$ cat src/rtl/pipeline_ctrl_pkg.sv
// pipeline_ctrl_pkg: shared state encoding, default counter widths and strobe patterns for the pipeline sequencer
package pipeline_ctrl_pkg;
  typedef enum logic [1:0] {RUN = 2'd0, DRAIN = 2'd1, HALTED = 2'd2} seq_state_t;
  localparam int CNT_W = 32;
  localparam int EVT_W = 16;
  typedef struct packed {
    logic pc_en;
    logic ifid_en;
    logic ifid_clr;
    logic idex_clr;
  } strobe_t;
  localparam strobe_t S_NORM  = '{pc_en: 1'b1, ifid_en: 1'b1, ifid_clr: 1'b0, idex_clr: 1'b0};
  localparam strobe_t S_FLUSH = '{pc_en: 1'b1, ifid_en: 1'b1, ifid_clr: 1'b1, idex_clr: 1'b1};
  localparam strobe_t S_STALL = '{pc_en: 1'b0, ifid_en: 1'b0, ifid_clr: 1'b0, idex_clr: 1'b1};
  localparam strobe_t S_HALT  = '{pc_en: 1'b0, ifid_en: 1'b1, ifid_clr: 1'b1, idex_clr: 1'b0};
  localparam strobe_t S_DRAIN = '{pc_en: 1'b0, ifid_en: 1'b1, ifid_clr: 1'b1, idex_clr: 1'b1};
  localparam strobe_t S_IDLE  = '{pc_en: 1'b0, ifid_en: 1'b0, ifid_clr: 1'b0, idex_clr: 1'b0};
endpackage

$ cat src/rtl/pipeline_stall_flush_sequencer_event_counter.sv
// event_counter: wrapping up-counter with async active-high reset
//   clk_i, rst_i : clock and async reset
//   inc_i        : count enable for this cycle
//   cnt_o        : current count
module event_counter #(
  parameter int WIDTH = 16
) (
  input  logic             clk_i,
  input  logic             rst_i,
  input  logic             inc_i,
  output logic [WIDTH-1:0] cnt_o
);
  logic [WIDTH-1:0] cnt_q;
  always_ff @(posedge clk_i or posedge rst_i)
    if (rst_i) cnt_q <= '0;
    else if (inc_i) cnt_q <= cnt_q + 1'b1;
  assign cnt_o = cnt_q;
endmodule

$ cat src/rtl/pipeline_stall_flush_sequencer.sv
// pipeline_stall_flush_sequencer: turns load-use/redirect/halt requests into stage strobes, runs halt/drain/resume, keeps perf counters
//   CLK, RST                  : clock, async active-high reset
//   Stall, BranchCLR, Halt, Go: hazard/redirect/halt requests and resume
//   PC_En, IF_ID_En           : register write enables (Mealy)
//   IF_ID_CLR, ID_EX_CLR      : bubble-insert clears (Mealy)
//   Halted                    : core halted
//   CycleCnt/StallCnt/FlushCnt: performance counters
module pipeline_stall_flush_sequencer
  import pipeline_ctrl_pkg::*;
#(
  parameter int DRAIN_CYCLES = 3,
  parameter int CNT_W        = pipeline_ctrl_pkg::CNT_W,
  parameter int EVT_W        = pipeline_ctrl_pkg::EVT_W
) (
  input  logic             CLK,
  input  logic             RST,
  input  logic             Stall,
  input  logic             BranchCLR,
  input  logic             Halt,
  input  logic             Go,
  output logic             PC_En,
  output logic             IF_ID_En,
  output logic             IF_ID_CLR,
  output logic             ID_EX_CLR,
  output logic             Halted,
  output logic [CNT_W-1:0] CycleCnt,
  output logic [EVT_W-1:0] StallCnt,
  output logic [EVT_W-1:0] FlushCnt
);
  seq_state_t state_q, state_d;
  logic [2:0] dcnt_q, dcnt_d;
  strobe_t    st;
  logic       stall_inc, flush_inc;
  always_ff @(posedge CLK or posedge RST)
    if (RST) begin
      state_q <= RUN;
      dcnt_q  <= '0;
    end else begin
      state_q <= state_d;
      dcnt_q  <= dcnt_d;
    end
  always_comb begin
    st        = S_NORM;
    state_d   = state_q;
    dcnt_d    = dcnt_q;
    stall_inc = 1'b0;
    flush_inc = 1'b0;
    case (state_q)
      RUN: begin
        // redirect wins: any Stall/Halt this cycle belongs to the wrong path
        if (BranchCLR) begin
          st        = S_FLUSH;
          flush_inc = 1'b1;
        end else if (Stall) begin
          st        = S_STALL;
          stall_inc = 1'b1;
        end else if (Halt) begin
          st      = S_HALT;
          state_d = DRAIN;
          dcnt_d  = '0;
        end
      end
      DRAIN: begin
        // an older branch redirecting cancels the halt
        if (BranchCLR) begin
          st        = S_FLUSH;
          flush_inc = 1'b1;
          state_d   = RUN;
        end else begin
          st      = S_DRAIN;
          dcnt_d  = dcnt_q + 3'd1;
          state_d = (dcnt_q == 3'(DRAIN_CYCLES - 1)) ? HALTED : DRAIN;
        end
      end
      default: begin
        st      = S_IDLE;
        state_d = Go ? RUN : HALTED;
      end
    endcase
  end
  assign {PC_En, IF_ID_En, IF_ID_CLR, ID_EX_CLR} = st;
  assign Halted = (state_q == HALTED);
  event_counter #(.WIDTH(CNT_W)) u_cycle (.clk_i(CLK), .rst_i(RST), .inc_i(!Halted), .cnt_o(CycleCnt));
  event_counter #(.WIDTH(EVT_W)) u_stall (.clk_i(CLK), .rst_i(RST), .inc_i(stall_inc), .cnt_o(StallCnt));
  event_counter #(.WIDTH(EVT_W)) u_flush (.clk_i(CLK), .rst_i(RST), .inc_i(flush_inc), .cnt_o(FlushCnt));
endmodule

$ cat config.mk
export PLATFORM = sky130hd
export DESIGN_NAME = pipeline_stall_flush_sequencer
export DESIGN_NICKNAME = d
export VERILOG_FILES = /design/src/rtl/pipeline_ctrl_pkg.sv /design/src/rtl/pipeline_stall_flush_sequencer_event_counter.sv /design/src/rtl/pipeline_stall_flush_sequencer.sv
export SDC_FILE = /design/constraint.sdc
export NUM_CORES = 1
export LEC_CHECK = 0
export BUFFER_PORTS_ARGS = -buffer_cell sky130_fd_sc_hd__buf_2
export CAP_MARGIN = 5
export CORE_ASPECT_RATIO = 1.1
export CORE_UTILIZATION = 45
export CTS_CLUSTER_DIAMETER = 80
export CTS_CLUSTER_SIZE = 10
export DETAILED_ROUTE_END_ITERATION = 8
export GPL_TIMING_DRIVEN = 0
export PLACE_DENSITY = 0.8
export SLEW_MARGIN = 15
export SYNTH_ARGS = -nofsm -noshare
export SYNTH_HDL_FRONTEND = slang
export SYNTH_SLANG_ARGS = --single-unit
$ cat constraint.sdc
create_clock -name CLK -period 7.36 [get_ports CLK]
set_clock_uncertainty 0.15 [all_clocks]
set_input_delay 1.84 -clock CLK [delete_from_list [all_inputs] [get_ports CLK]]
set_output_delay 1.84 -clock CLK [all_outputs]
set_load 0.01 [all_outputs]
== Word level (Yosys, flattened, before mapping) ==
Cells that the tools add are included.

* Bits in latches: 0
* Flip-flop bits (word level): 69
* Bits of input ports: 6
* Logic and storage cells: 43
* ROM bits: 0
* Output and inout bits: 69
* RAM bits: 0
* Memories kept: 0

* Add/subtract/negate cells: 4
* Mux-type cells: 22
* Divide/modulo/power cells: 0
* Multipliers: 0
* Shifts and indexed selects: 0
* Reduce and logical (&&, ||, !) cells: 5
* Bitwise gates (word level): 0
* Magnitude comparators: 0
* Equality and inequality tests: 7

{| class="wikitable"
|+ Operators by type and width
! cell !! count
|-
| adder 16 x 1 -> 16 bit, second input constant || 2
|-
| adder 32 x 1 -> 32 bit, second input constant || 1
|-
| 2-to-1 mux 4 bit || 4
|-
| 2-to-1 mux 2 bit || 6
|-
| 2-to-1 mux 3 bit || 4
|-
| != test 2 bit, second input constant || 4
|-
| case mux 4 bit (2 select lines) || 1
|-
| case mux 3 bit (2 select lines) || 1
|-
| 2-to-1 mux 1 bit || 5
|-
| AND reduction 5 bit || 1
|-
| case mux 2 bit (2 select lines) || 1
|-
| adder 3 x 1 -> 3 bit, second input constant || 1
|-
| equality test 3 x 2 -> 1 bit, second input constant || 1
|-
| AND reduction 3 bit || 1
|-
| equality test 2 x 1 -> 1 bit, second input constant || 1
|-
| equality test 2 bit, second input constant || 1
|-
| zero test 2 bit || 1
|-
| nonzero test 2 bit || 1
|-
| OR reduction 2 bit || 1
|}

== Longest topological paths before layout ==
Gate-level depths: netlist of the first run.

* Depth in word-level cells: 4
* Gate-level depth with buffers: 6
* Depth with buffers taken out: 5

== By module ==
From an unflattened synthesis of the first run, not the netlist that was laid out.

* Cell total of the unflattened synthesis: 283
* Area total of the unflattened synthesis: 3293.2 sq um

{| class="wikitable"
|+ By module, submodules not included
! module !! times used !! cells each !! sequential area each (sq um) !! area each (sq um)
|-
| event_counter at u_cycle || 1 || 126 || 800.8 || 1510.2
|-
| event_counter at u_flush ... || 2 || 57 || 400.4 || 710.7
|-
| pipeline_stall_flush_sequencer || 1 || 43 || 125.1 || 361.6
|}

== Worst setup path before layout of the first run ==
No wires, ideal clock.

* Path type: input-to-output
* Start: input port BranchCLR
* End: output port IF_ID_En
* Data arrival time: 2266 ps
* Slack: 3104 ps
* Stages: 3
* Buffers on the path: 1
* Data required time: 5370 ps
* Cells stage by stage: buf_2 > nor2_1 > a21oi_1

* Word-level cells in the longest chain between the ends: 2

{| class="wikitable"
|+ Ends and longest elaborated chain
! what !! line !! RTL
|-
| start: declaration || pipeline_stall_flush_sequencer.sv:18 || <nowiki>input logic BranchCLR,</nowiki>
|-
| 2-to-1 mux 4 bit || pipeline_stall_flush_sequencer.sv:51 || <nowiki>if (BranchCLR) begin</nowiki>
|-
| case mux 4 bit (2 select lines) || pipeline_stall_flush_sequencer.sv:48 || <nowiki>case (state_q)</nowiki>
|-
| end: declaration || pipeline_stall_flush_sequencer.sv:22 || <nowiki>output logic IF_ID_En,</nowiki>
|}

Every way passes these cells.

== Final worst setup path of the first run ==
* Start: input port BranchCLR
* End: output port ID_EX_CLR

* Word-level cells in the longest chain between the ends: 2

{| class="wikitable"
|+ Ends and longest elaborated chain
! what !! line !! RTL
|-
| 2-to-1 mux 4 bit || pipeline_stall_flush_sequencer.sv:51 ||
|-
| case mux 4 bit (2 select lines) || pipeline_stall_flush_sequencer.sv:48 ||
|-
| end: declaration || pipeline_stall_flush_sequencer.sv:24 || <nowiki>output logic ID_EX_CLR,</nowiki>
|}

Every way passes these cells.

==> impl_metrics.csv, run 1 <==
group,metric,value,unit
worst_setup_path,timing_worst_setup_path_type,"primary input to output port",
hold_path,hold_path_end,"u_flush.cnt_o[15]",
floorplan,die_w,82.5,microns
worst_setup_path,cp_slowest_stage_delay,200,ps
placed_design,hpwl,4.46,mm
yosys,yosys-top-cells-count,"69 x dfrtp_1, 33 x xnor2_1, 27 x xor2_1",
sta,worst_pin_slew,439,ps
floorplan,rows,31,
yosys,seq_area_frac_synth,0.538,
route,firstDrtPassIters,4,
route,vias_per_cell,5.32,
route,vias,2429,
flow_run,maxCapViolations,0,
yosys,netlist_area,0.00321,sq mm
clocking,h-tree-depth,3,
final_layout,fillers,611,
floorplan,design.die.area,0.00747,sq mm
clocking,clkTransAtPathRegs,80,ps
sta,period_share,0.613,
floorplan,initial_utilization,0.476,
worst_setup_path,crit_chain,"buf_2, buf_2, nor3_1, nor2_1, buf_2",
floorplan,fp.coreArea,0.00675,sq mm
sta,final_max_slew_viol_count,0,
clocking,cts_tree,"built",
sta,finalWorstSetupSlack,2840,ps
worst_setup_path,crit_buf_inv,3,
sta,hold_viol,0,
global_routing,grt_pass1_vias,2305,
global_routing,grt_antenna_before_repair,0,
placed_design,pre_cts_ws,2850,ps
clocking,cts_setup_buffers,0,
route,drt_iter0_drc,133,
sta,slew-limit-headroom,0.706,
yosys,yosys-top-cells-area,"dfrtp_1 54%, xnor2_1 9.0%, xor2_1 7.4%, and4_1 3.0%, nand2_1 2.8%",
pwr,power,1070,uW
yosys,yosys.area.top_type,"dfrtp_1",
yosys,yosysTopAreaCellShare,0.538,
clocking,clkSinkCount,69,
global_routing,grt_pass1_wl,10.6,mm
sta,final.setup.tns,0,ps
yosys,synth_edf_count,0,
yosys,ys_seq_elements,69,
global_routing,gr-total-overflow,0,
sta,max_freq,221,MHz
yosys,synth_cells,284,
pwr,power_leakage,0.00202,uW
hold_path,holdCritStartpoint,"u_flush.cnt_o[15]",
final_layout,areaGrowthSynthToFinish,22.2,%
clocking,cts_hold_buf,0,
placed_design,gp_congestion,0.782,
route,drt_wl_total,6.32,mm
yosys,synthArstFlopShare,1.00,
worst_setup_path,cp.required,5370,ps
floorplan,ios,75,
yosys,synth_fp_nets,295,
final_layout,drive_gt1_frac,0.293,
final_layout,postLayoutCoreUtil,0.581,
worst_setup_path,critPathCaptureType,"output port",
yosys,synth_cell_types,33,
sta,finalCriticalPeriod,4520,ps
clocking,numCtsBuffers,9,
placed_design,io_buffers,74,
sta,whs,317,ps
yosys,post-synth-top-count-cell,"dfrtp_1",
route,drc,0,
sta,finalSetupViolCount,0,
yosys,synth_flop_cell,"dfrtp_1",
worst_setup_path,reg2reg_to,"u_flush.cnt_o[14]",
hold_path,holdCritPathClass,"flop to flop",
worst_setup_path,cp-start-kind,"primary input",
worst_setup_path,crit_start,"BranchCLR",
clocking,clk_latency,350,ps
worst_setup_path,cp_common_cell,"buf_2",
global_routing,grt_max_degree,54,
pwr,peakVddDrop,0.174,mV
route,wire_per_inst,13.8,microns
final_layout,multi_input_area,0.00140,sq mm
yosys,syn_area_per_cell,11.3,sq um
clocking,cts-root-buf,"clkbuf_8",
worst_setup_path,crit_slowest_cell,"nor3_1",
worst_setup_path,cp_top_family,"buffers and inverters",
final_layout,fin_nets,381,
worst_setup_path,r2r_slack,5470,ps
final_layout,diodes,0,
route,detail-route-antenna-nets,0,
worst_setup_path,reg2regPathDepth,5,
hold_path,whs_path_depth,1,
floorplan,die_h,90.6,microns
clocking,cts_buffer_depth,2,
global_routing,grt_usage,0.186,
pwr,power_density,274,mW/mm^2
worst_setup_path,crit_fanout,10,
clocking,cts_resized,0,
worst_setup_path,r2r_start,"state_q[1]",
sta,rsz0062_at_grt,"no",
status,run_status,"complete, no violations",
yosys,ys.warnings.count,0,
final_layout,seq_area,0.00173,sq mm
worst_setup_path,critical_path_arrival,2530,ps
==> registers in the layout, summed over array words and instances, names as in the netlist <==
signal and cells:
u_stall.cnt_o 16, u_flush.cnt_o 16, dcnt_q 3, state_q 2, u_cycle.cnt_o 32
==> worst max path at each step <==
| stage | cells past startpoint | end | slack (ps) |
|---|---|---|---|
| after CTS | 5 | ID_EX_CLR | 2840 |
| final | 5 | ID_EX_CLR | 2840 |
| after floorplan | 3 | IF_ID_En | 3100 |
| after detailed placement | 5 | ID_EX_CLR | 2850 |
| after global routing | 5 | ID_EX_CLR | 2800 |
| after global placement | 2 | u_cycle.cnt_o[24] | 2790 |
==> area by class of cell <==
type / instances / area share
buffer: 7 / 0.0118
clock buffer: 10 / 0.0351
clock inverter: 6 / 0.0185
inverter: 10 / 0.0102
multi-input combinational: 198 / 0.357
sequential: 69 / 0.440
tap: 82 / 0.0262
timing repair buffer: 75 / 0.101
==> cell usage in the layout (no fill, tap or decap) <==
master,netlist,final
buf_6,1,1
mux2_2,4,4
bufinv_16,0,1
nand3_4,1,1
and4_4,1,1
clkbuf_8,0,10
nand4_2,1,1
nand3b_1,1,1
buf_2,4,78
clkinv_4,0,4
a21oi_1,1,1
nor2b_1,2,2
xor2_1,27,27
nor4_1,10,10
inv_1,10,9
nor3b_1,1,1
nor3_1,15,15
nand2b_1,1,1
and3_1,7,7
ha_1,5,5
xnor2_1,33,33
nand4_1,12,12
nand3_1,17,17
nand2_1,24,24
a22o_1,2,2
buf_4,2,2
clkinvlp_4,0,1
or2_2,1,1
xor2_2,1,1
nor4b_4,1,1
dfrtp_1,69,69
inv_4,0,1
nand4bb_1,1,1
and4_1,11,11
o21ai_0,3,3
nor2_1,13,13
and2_1,1,1
nor4_2,1,1
buf_16,0,1
==> stage by stage <==
| stage | area, sq um | cells |
|---|---|---|
| floorplan | 3210 | 284 |
| global placement | 3680 | 440 |
| finish | 3920 | 457 |
| global route | 3920 | 457 |
| CTS | 3920 | 457 |
| detailed placement | 3710 | 441 |
==> where the power goes <==
group | switching (uW) | internal, uW | total, uW
clock network | 152 | 168 | 320
registers | 75.2 | 439 | 514
logic | 125 | 114 | 239
total | 352 | 721 | 1070
==> logic make-up (layout without fill, tap and decap cells) <==
kind of cell             count (synthesis)  in the layout  synth area share
flip-flops                              69             69             0.538
AO/OA/AOI/OAI                            6              6            0.0117
AND/OR/NAND/NOR                        122            122             0.222
buffers and inverters                   17            108            0.0261
adder cells (fa/ha/maj)                  5              5            0.0195
XOR/XNOR                                61             61             0.169
multiplexers                             4              4            0.0140
==> worst reg2reg max path: cells and delay by family (launching register included) <==
| family | cells | cell delay, ps |
|---|---|---|
| xor+xnor | 1 | 140 |
| flops | 1 | 440 |
| buf+inv | 1 | 210 |
| simple gates | 3 | 850 |
==> layer usage <==
| metal | GRT usage | wire length, microns | up-vias |
|---|---|---|---|
| met1 | 0.242 | 2770 | 1185 |
| met2 | 0.282 | 3040 | 75 |
| met3 | 0.0495 | 386 | 12 |
| met5 | 0 | 0 | - |
| li1 | - | - | 1157 |
| met4 | 0.0920 | 114 | 0 |
(Power assumes the default switching activity.)
==> inputs of run 2 (changes only) <==
--- a/config.mk
+++ b/config.mk
@@ -5,6 +5,7 @@
 export SDC_FILE = /design/constraint.sdc
 export NUM_CORES = 1
 export LEC_CHECK = 0
+export ABC_AREA = 1
 export BUFFER_PORTS_ARGS = -buffer_cell sky130_fd_sc_hd__buf_2
 export CAP_MARGIN = 5
 export CORE_ASPECT_RATIO = 1.1
@@ -13,7 +14,7 @@
 export CTS_CLUSTER_SIZE = 10
 export DETAILED_ROUTE_END_ITERATION = 8
 export GPL_TIMING_DRIVEN = 0
-export PLACE_DENSITY = 0.8
+export PLACE_DENSITY = 0.81
 export SLEW_MARGIN = 15
 export SYNTH_ARGS = -nofsm -noshare
 export SYNTH_HDL_FRONTEND = slang
==> constraint.sdc (replaced) <==
create_clock -name CLK -period 3.7 [get_ports CLK]
set_clock_uncertainty 0.15 [all_clocks]
set_input_delay 0.925 -clock CLK [delete_from_list [all_inputs] [get_ports CLK]]
set_output_delay 0.925 -clock CLK [all_outputs]
set_load 0.01 [all_outputs]
==> run 2 against run 1 <==
Net effect: synthesized cell count is 69% higher; synthesized area is 17% higher; die area is 17% higher; critical path type unchanged; count of clock-buffer cells in the layout is 1 higher.
==> impl_metrics.csv, run 2 <==
group,metric,value,unit
flow_run,maxCapViolations,0,
floorplan,design.die.area,0.00871,sq mm
floorplan,fp.coreArea,0.00800,sq mm
clocking,clk_latency,340,ps
floorplan,initial_utilization,0.469,
global_routing,grt_usage,0.202,
worst_setup_path,reg2regPathDepth,8,
floorplan,ios,75,
yosys,synthArstFlopShare,1.00,
route,firstDrtPassIters,5,
final_layout,postLayoutCoreUtil,0.564,
hold_path,whs_path_depth,2,
route,drc,0,
clocking,h-tree-depth,3,
status,run_status,"complete, no violations",
yosys,synth_cells,479,
placed_design,post_dp_cell_area,0.00429,sq mm
worst_setup_path,crit_slowest_cell,"buf_2",
floorplan,die_w,89.1,microns
clocking,cts_resized,0,
yosys,seq_area_frac_synth,0.460,
sta,max_freq,369,MHz
final_layout,final_common_cell,"nand2_1",
hold_path,holdCritPathClass,"flop to flop",
yosys,ys.warnings.count,0,
sta,worst_pin_slew,332,ps
global_routing,grt_pass1_vias,3220,
sta,hold_viol,0,
sta,final_max_slew_viol_count,0,
floorplan,rows,34,
worst_setup_path,timing_worst_setup_path_type,"primary input to output port",
final_layout,areaGrowthSynthToFinish,20.2,%
worst_setup_path,crit_fanout,4,
route,detail-route-antenna-nets,0,
clocking,cts_buffer_depth,2,
clocking,cts_hold_buf,0,
sta,rsz0062_at_grt,"no",
yosys,netlist_area,0.00375,sq mm
global_routing,gr-total-overflow,0,
yosys,yosys-top-cells-area,"dfrtp_1 46%, nand2_1 16%, inv_1 6.3%, nor2_1 5.9%, xnor2_1 4.4%",
route,drt_wl_total,8.39,mm
final_layout,largest_reg_flops,32,
yosys,synth_fp_nets,490,
yosys,syn_area_per_cell,7.83,sq um
worst_setup_path,critPathCaptureType,"output port",
final_layout,diodes,0,
pwr,peakVddDrop,0.399,mV
route,vias_per_cell,4.97,
worst_setup_path,cp-start-kind,"primary input",
clocking,numCtsBuffers,9,
pwr,power_leakage,0.00236,uW
sta,finalSetupViolCount,0,
route,drt_iter0_drc,95,
clocking,cts_setup_buffers,0,
yosys,yosys-top-cells-count,"156 x nand2_1, 69 x dfrtp_1, 63 x inv_1",
route,wire_per_inst,12.4,microns
final_layout,drive_gt1_frac,0.204,
yosys,ys_seq_elements,69,
yosys,synth_flop_cell,"dfrtp_1",
sta,finalCriticalPeriod,2710,ps
sta,slew-limit-headroom,0.777,
route,vias,3372,
clocking,cts_tree,"built",
sta,final.setup.tns,0,ps
final_layout,most-common-layout-cells,"156 x nand2_1, 74 x buf_2, 69 x dfrtp_1, 62 x inv_1, 59 x nor2_1",
placed_design,gp_congestion,0.894,
yosys,yosys.area.top_type,"dfrtp_1",
global_routing,grt_pass1_wl,13.8,mm
global_routing,grt_max_degree,47,
yosys,yosysTopAreaCellShare,0.460,
placed_design,hpwl,6.33,mm
floorplan,die_h,97.8,microns
sta,period_share,0.733,
worst_setup_path,cp.required,2620,ps
pwr,power_density,495,mW/mm^2
yosys,synth_cell_types,28,
yosys,post-synth-top-count-cell,"nand2_1",
worst_setup_path,crit_chain,"buf_2, inv_1, nand2_1, inv_1, a21oi_1, buf_2",
global_routing,grt_antenna_before_repair,0,
clocking,clkSinkCount,69,
worst_setup_path,critical_path_arrival,1640,ps
final_layout,fin_nets,576,
clocking,clkTransAtPathRegs,70,ps
final_layout,stdcell_area,0.00451,sq mm
clocking,cts-root-buf,"clkbuf_8",
yosys,synth_edf_count,0,
worst_setup_path,cp_slowest_stage_delay,150,ps
placed_design,io_buffers,74,
## run 2: changes by cell type after synthesis, moves of 6 or more
cell,change
nand3_1,+9
and3_1,-7
inv_1,+53
xor2_1,-9
nor3_1,-11
nand3b_1,+6
nor2_1,+46
nor2_4,+9
nor4_1,-10
xnor2_1,-14
nand2_1,+132
and4_1,-11
## run 2: path summary, 6_finish.rpt
kind	startpoint	end	slack [ps]
setup / recovery	BranchCLR	IF_ID_En	990
hold / removal	u_stall.cnt_o[15]	u_stall.cnt_o[15]	360
setup reg to reg	u_cycle.cnt_o[0]	u_cycle.cnt_o[24]	1890
hold reg to reg	u_stall.cnt_o[15]	u_stall.cnt_o[15]	360
max in group asynchronous	RST	u_flush.cnt_o[14]	2470
min in group asynchronous	RST	u_cycle.cnt_o[11]	390
## run 2: power breakdown
group	leakage (uW)	switching [uW]	internal [uW]
clock network	0.000114	290	401
registers	0.000917	145	878
logic	0.00133	299	220
total	0.00236	734	1500
## run 2: layer usage
layer | track usage | part of all wire | wire [microns]
met5 | 0 | 0 | 0
met2 | 0.353 | 0.50 | 4210
met1 | 0.245 | 0.42 | 3510
met3 | 0.0414 | 0.065 | 542
met4 | 0.0708 | 0.015 | 126
## run 2: layout make-up
class	instances	area (sq um)
Clock buffer	11	141
Clock inverter	5	82.6
Fill cell	754	3490
Inverter	65	249
Multi-Input combinational cell	345	1780
Sequential cell	69	1730
Tap cell	108	135
Timing Repair Buffer	75	398
## run 2: logic make-up (layout without fill, tap and decap cells)
group           Yosys count  after routing  synth area share
simple gates            287            287             0.344
fa+ha+maj                 5              5            0.0167
mux                       1              1           0.00300
xor+xnor                 37             37            0.0864
buf+inv                  65            156            0.0657
compound gates           15             15            0.0240
flops                    69             69             0.460
## run 2: worst max-delay path: cells and delay by family
family                 cells  cell delay [ps]
AND/OR/NAND/NOR            1              120
AO/OA/AOI/OAI              1              130
buffers and inverters      4              450
## run 2: metrics by stage
stage | hold slack, ps | setup WS, ps | instances | power (uW)
2_1_floorplan | 364 | 885 | 479 | 1350
3_3_place_gp | 317 | 83.2 | 661 | 1530
3_5_place_dp | 340 | 994 | 662 | 1560
4_1_cts | 360 | 977 | 678 | 2260
5_1_grt | 374 | 910 | 678 | 2360
6_report | 359 | 989 | 678 | 2230
==> inputs of run 3 (changes only) <==
--- a/config.mk
+++ b/config.mk
@@ -5,7 +5,7 @@
 export SDC_FILE = /design/constraint.sdc
 export NUM_CORES = 1
 export LEC_CHECK = 0
-export ABC_AREA = 1
+export ABC_AREA = 0
 export BUFFER_PORTS_ARGS = -buffer_cell sky130_fd_sc_hd__buf_2
 export CAP_MARGIN = 5
 export CORE_ASPECT_RATIO = 1.1
@@ -14,7 +14,7 @@
 export CTS_CLUSTER_SIZE = 10
 export DETAILED_ROUTE_END_ITERATION = 8
 export GPL_TIMING_DRIVEN = 0
-export PLACE_DENSITY = 0.81
+export PLACE_DENSITY = 0.8
 export SLEW_MARGIN = 15
 export SYNTH_ARGS = -nofsm -noshare
 export SYNTH_HDL_FRONTEND = slang
==> constraint.sdc (replaced) <==
create_clock -name CLK -period 2.5 [get_ports CLK]
set_clock_uncertainty 0.15 [all_clocks]
set_input_delay 0.625 -clock CLK [delete_from_list [all_inputs] [get_ports CLK]]
set_output_delay 0.625 -clock CLK [all_outputs]
set_load 0.01 [all_outputs]
==> run 3 against run 2 <==
Net effect: combinational power up 37%; routed wire length down 24%; count of clock-buffer cells in the layout up 1; die area down 14%; critical path type is now flop to output port; largest cell class is now sequential cells; non-clock buffer count up 8; worst hold slack worse by 180 ps.
==> impl_metrics.csv, run 3 (synthesis gave the netlist of run 1 again) <==
group,metric,value,unit
sta,finalSetupViolCount,0,
status,run_status,"complete, no violations",
worst_setup_path,cp.required,1730,ps
clocking,clkTransAtPathRegs,70,ps
final_layout,largest_reg_flops,32,
route,vias,2387,
sta,final.setup.tns,0,ps
floorplan,design.die.area,0.00747,sq mm
final_layout,seq_area,0.00173,sq mm
floorplan,die_w,82.5,microns
clocking,cts_resized,0,
sta,whs,175,ps
global_routing,grt_util_met3,0.0374,
global_routing,grt_max_degree,29,
clocking,cts-root-buf,"clkbuf_8",
pwr,peakVddDrop,0.603,mV
global_routing,gr-total-overflow,0,
flow_run,maxCapViolations,0,
final_layout,areaGrowthSynthToFinish,22.3,%
sta,slew-limit-headroom,0.645,
clocking,clk_latency,350,ps
clocking,cts_setup_buffers,0,
global_routing,grt-busiest-layer,"met2",
route,drt_wl_total,6.39,mm
global_routing,grt_antenna_before_repair,0,
global_routing,met2_usage,0.304,
placed_design,io_buffers,74,
final_layout,diodes,0,
global_routing,grt_pass1_vias,2277,
route,vias_per_cell,5.21,
clocking,cts_hold_buf,0,
pwr,power_leakage,0.00202,uW
sta,hold_viol,0,
worst_setup_path,critPathCaptureType,"output port",
route,detail-route-antenna-nets,0,
hold_path,holdCritPathClass,"primary input to asynchronous set/reset pin",
floorplan,rows,31,
final_layout,multi_input_area,0.00140,sq mm
sta,finalCriticalPeriod,2170,ps
floorplan,die_h,90.6,microns
route,firstDrtPassIters,4,
global_routing,grt_pass1_wl,10.4,mm
final_layout,most-common-layout-cells,"78 x buf_2, 69 x dfrtp_1, 33 x xnor2_1, 27 x xor2_1, 24 x nand2_1",
floorplan,initial_utilization,0.476,
sta,period_share,0.867,
clocking,cts_buffer_depth,2,
final_layout,fillers,607,
clocking,numCtsBuffers,9,
global_routing,grt_usage,0.182,
global_routing,met1_usage,0.226,
clocking,h-tree-depth,3,
final_layout,drive_gt1_frac,0.290,
clocking,cts_tree,"built",
route,wire_per_inst,14.0,microns
route,drc,0,
route,drt_iter0_drc,114,
sta,final_max_slew_viol_count,0,
floorplan,ios,75,
placed_design,gp_congestion,0.782,
sta,worst_pin_slew,531,ps
worst_setup_path,critical_path_arrival,1390,ps
worst_setup_path,timing_worst_setup_path_type,"flop to output port",
pwr,power_density,800,mW/mm^2
final_layout,final_common_cell,"buf_2",
worst_setup_path,crit_fanout,10,
sta,max_freq,461,MHz
pwr,power,3140,uW
worst_setup_path,cp-start-kind,"flop",
sta,rsz0062_at_grt,"no",
placed_design,hpwl,4.54,mm
final_layout,fin_nets,382,
floorplan,fp.coreArea,0.00675,sq mm
clocking,clkSinkCount,69,
==> run 3: cell types whose count changed in the layout (fill, tap and decap cells not counted), moves of 10 or more <==
cell     delta
nand2_1   -132
inv_1      -53
nor2_1     -46
xnor2_1    +14
and4_1     +11
nor3_1     +11
nor4_1     +10
==> run 3: final cells by class <==
cell class,count,area share
flip-flops and latches,69,0.440
multi-input cells,198,0.356
repair buffers,76,0.106
clock buffers,12,0.0370
well taps,82,0.0261
clock inverters,4,0.0121
plain buffers,7,0.0118
inverters,10,0.0105
==> run 3: power by group <==
group | leakage [uW] | internal (uW) | switching [uW]
clock | 0.0000964 | 486 | 425
sequential | 0.000925 | 1290 | 227
combinational | 0.00100 | 340 | 371
total | 0.00202 | 2120 | 1020
==> run 3: through the flow <==
stage / cell area (sq um) / setup WS, ps / std cells / utilization
2_1_floorplan: 3210 / 607 / 284 / -
3_3_place_gp: 3690 / 387 / 440 / 0.546
3_5_place_dp: 3730 / 355 / 442 / 0.553
4_1_cts: 3930 / 307 / 458 / 0.582
5_1_grt: 3930 / 245 / 458 / 0.582
6_report: 3930 / 333 / 458 / 0.582
==> run 3: routing by layer <==
layer  vias up  wire length, microns
met3         8                   327
met5         -                     0
met4         0                    85
li1       1158                     -
met1      1152                  2840
met2        69                  3140
==> run 3: final timing paths <==
| check | to | startpoint | cells after the start | slack [ps] |
|---|---|---|---|---|
| worst min-delay path | u_stall.cnt_o[3] | RST | 2 | 170 |
| worst max-delay path | Halted | state_q[0] | 5 | 330 |
| min in group CLK | u_cycle.cnt_o[31] | u_cycle.cnt_o[31] | 1 | 310 |
| worst max register to register | u_stall.cnt_o[7] | state_q[0] | 6 | 590 |
| worst min register to register | u_cycle.cnt_o[31] | u_cycle.cnt_o[31] | 1 | 310 |
| max in group asynchronous | u_cycle.cnt_o[31] | RST | 3 | 1520 |
==> run 3: worst max-delay path: stages (launching register included) <==
cell and delay [ps]:
dfrtp_1 370, buf_6 140, nand2b_1 180, buf_4 200, inv_1 50, buf_2 120
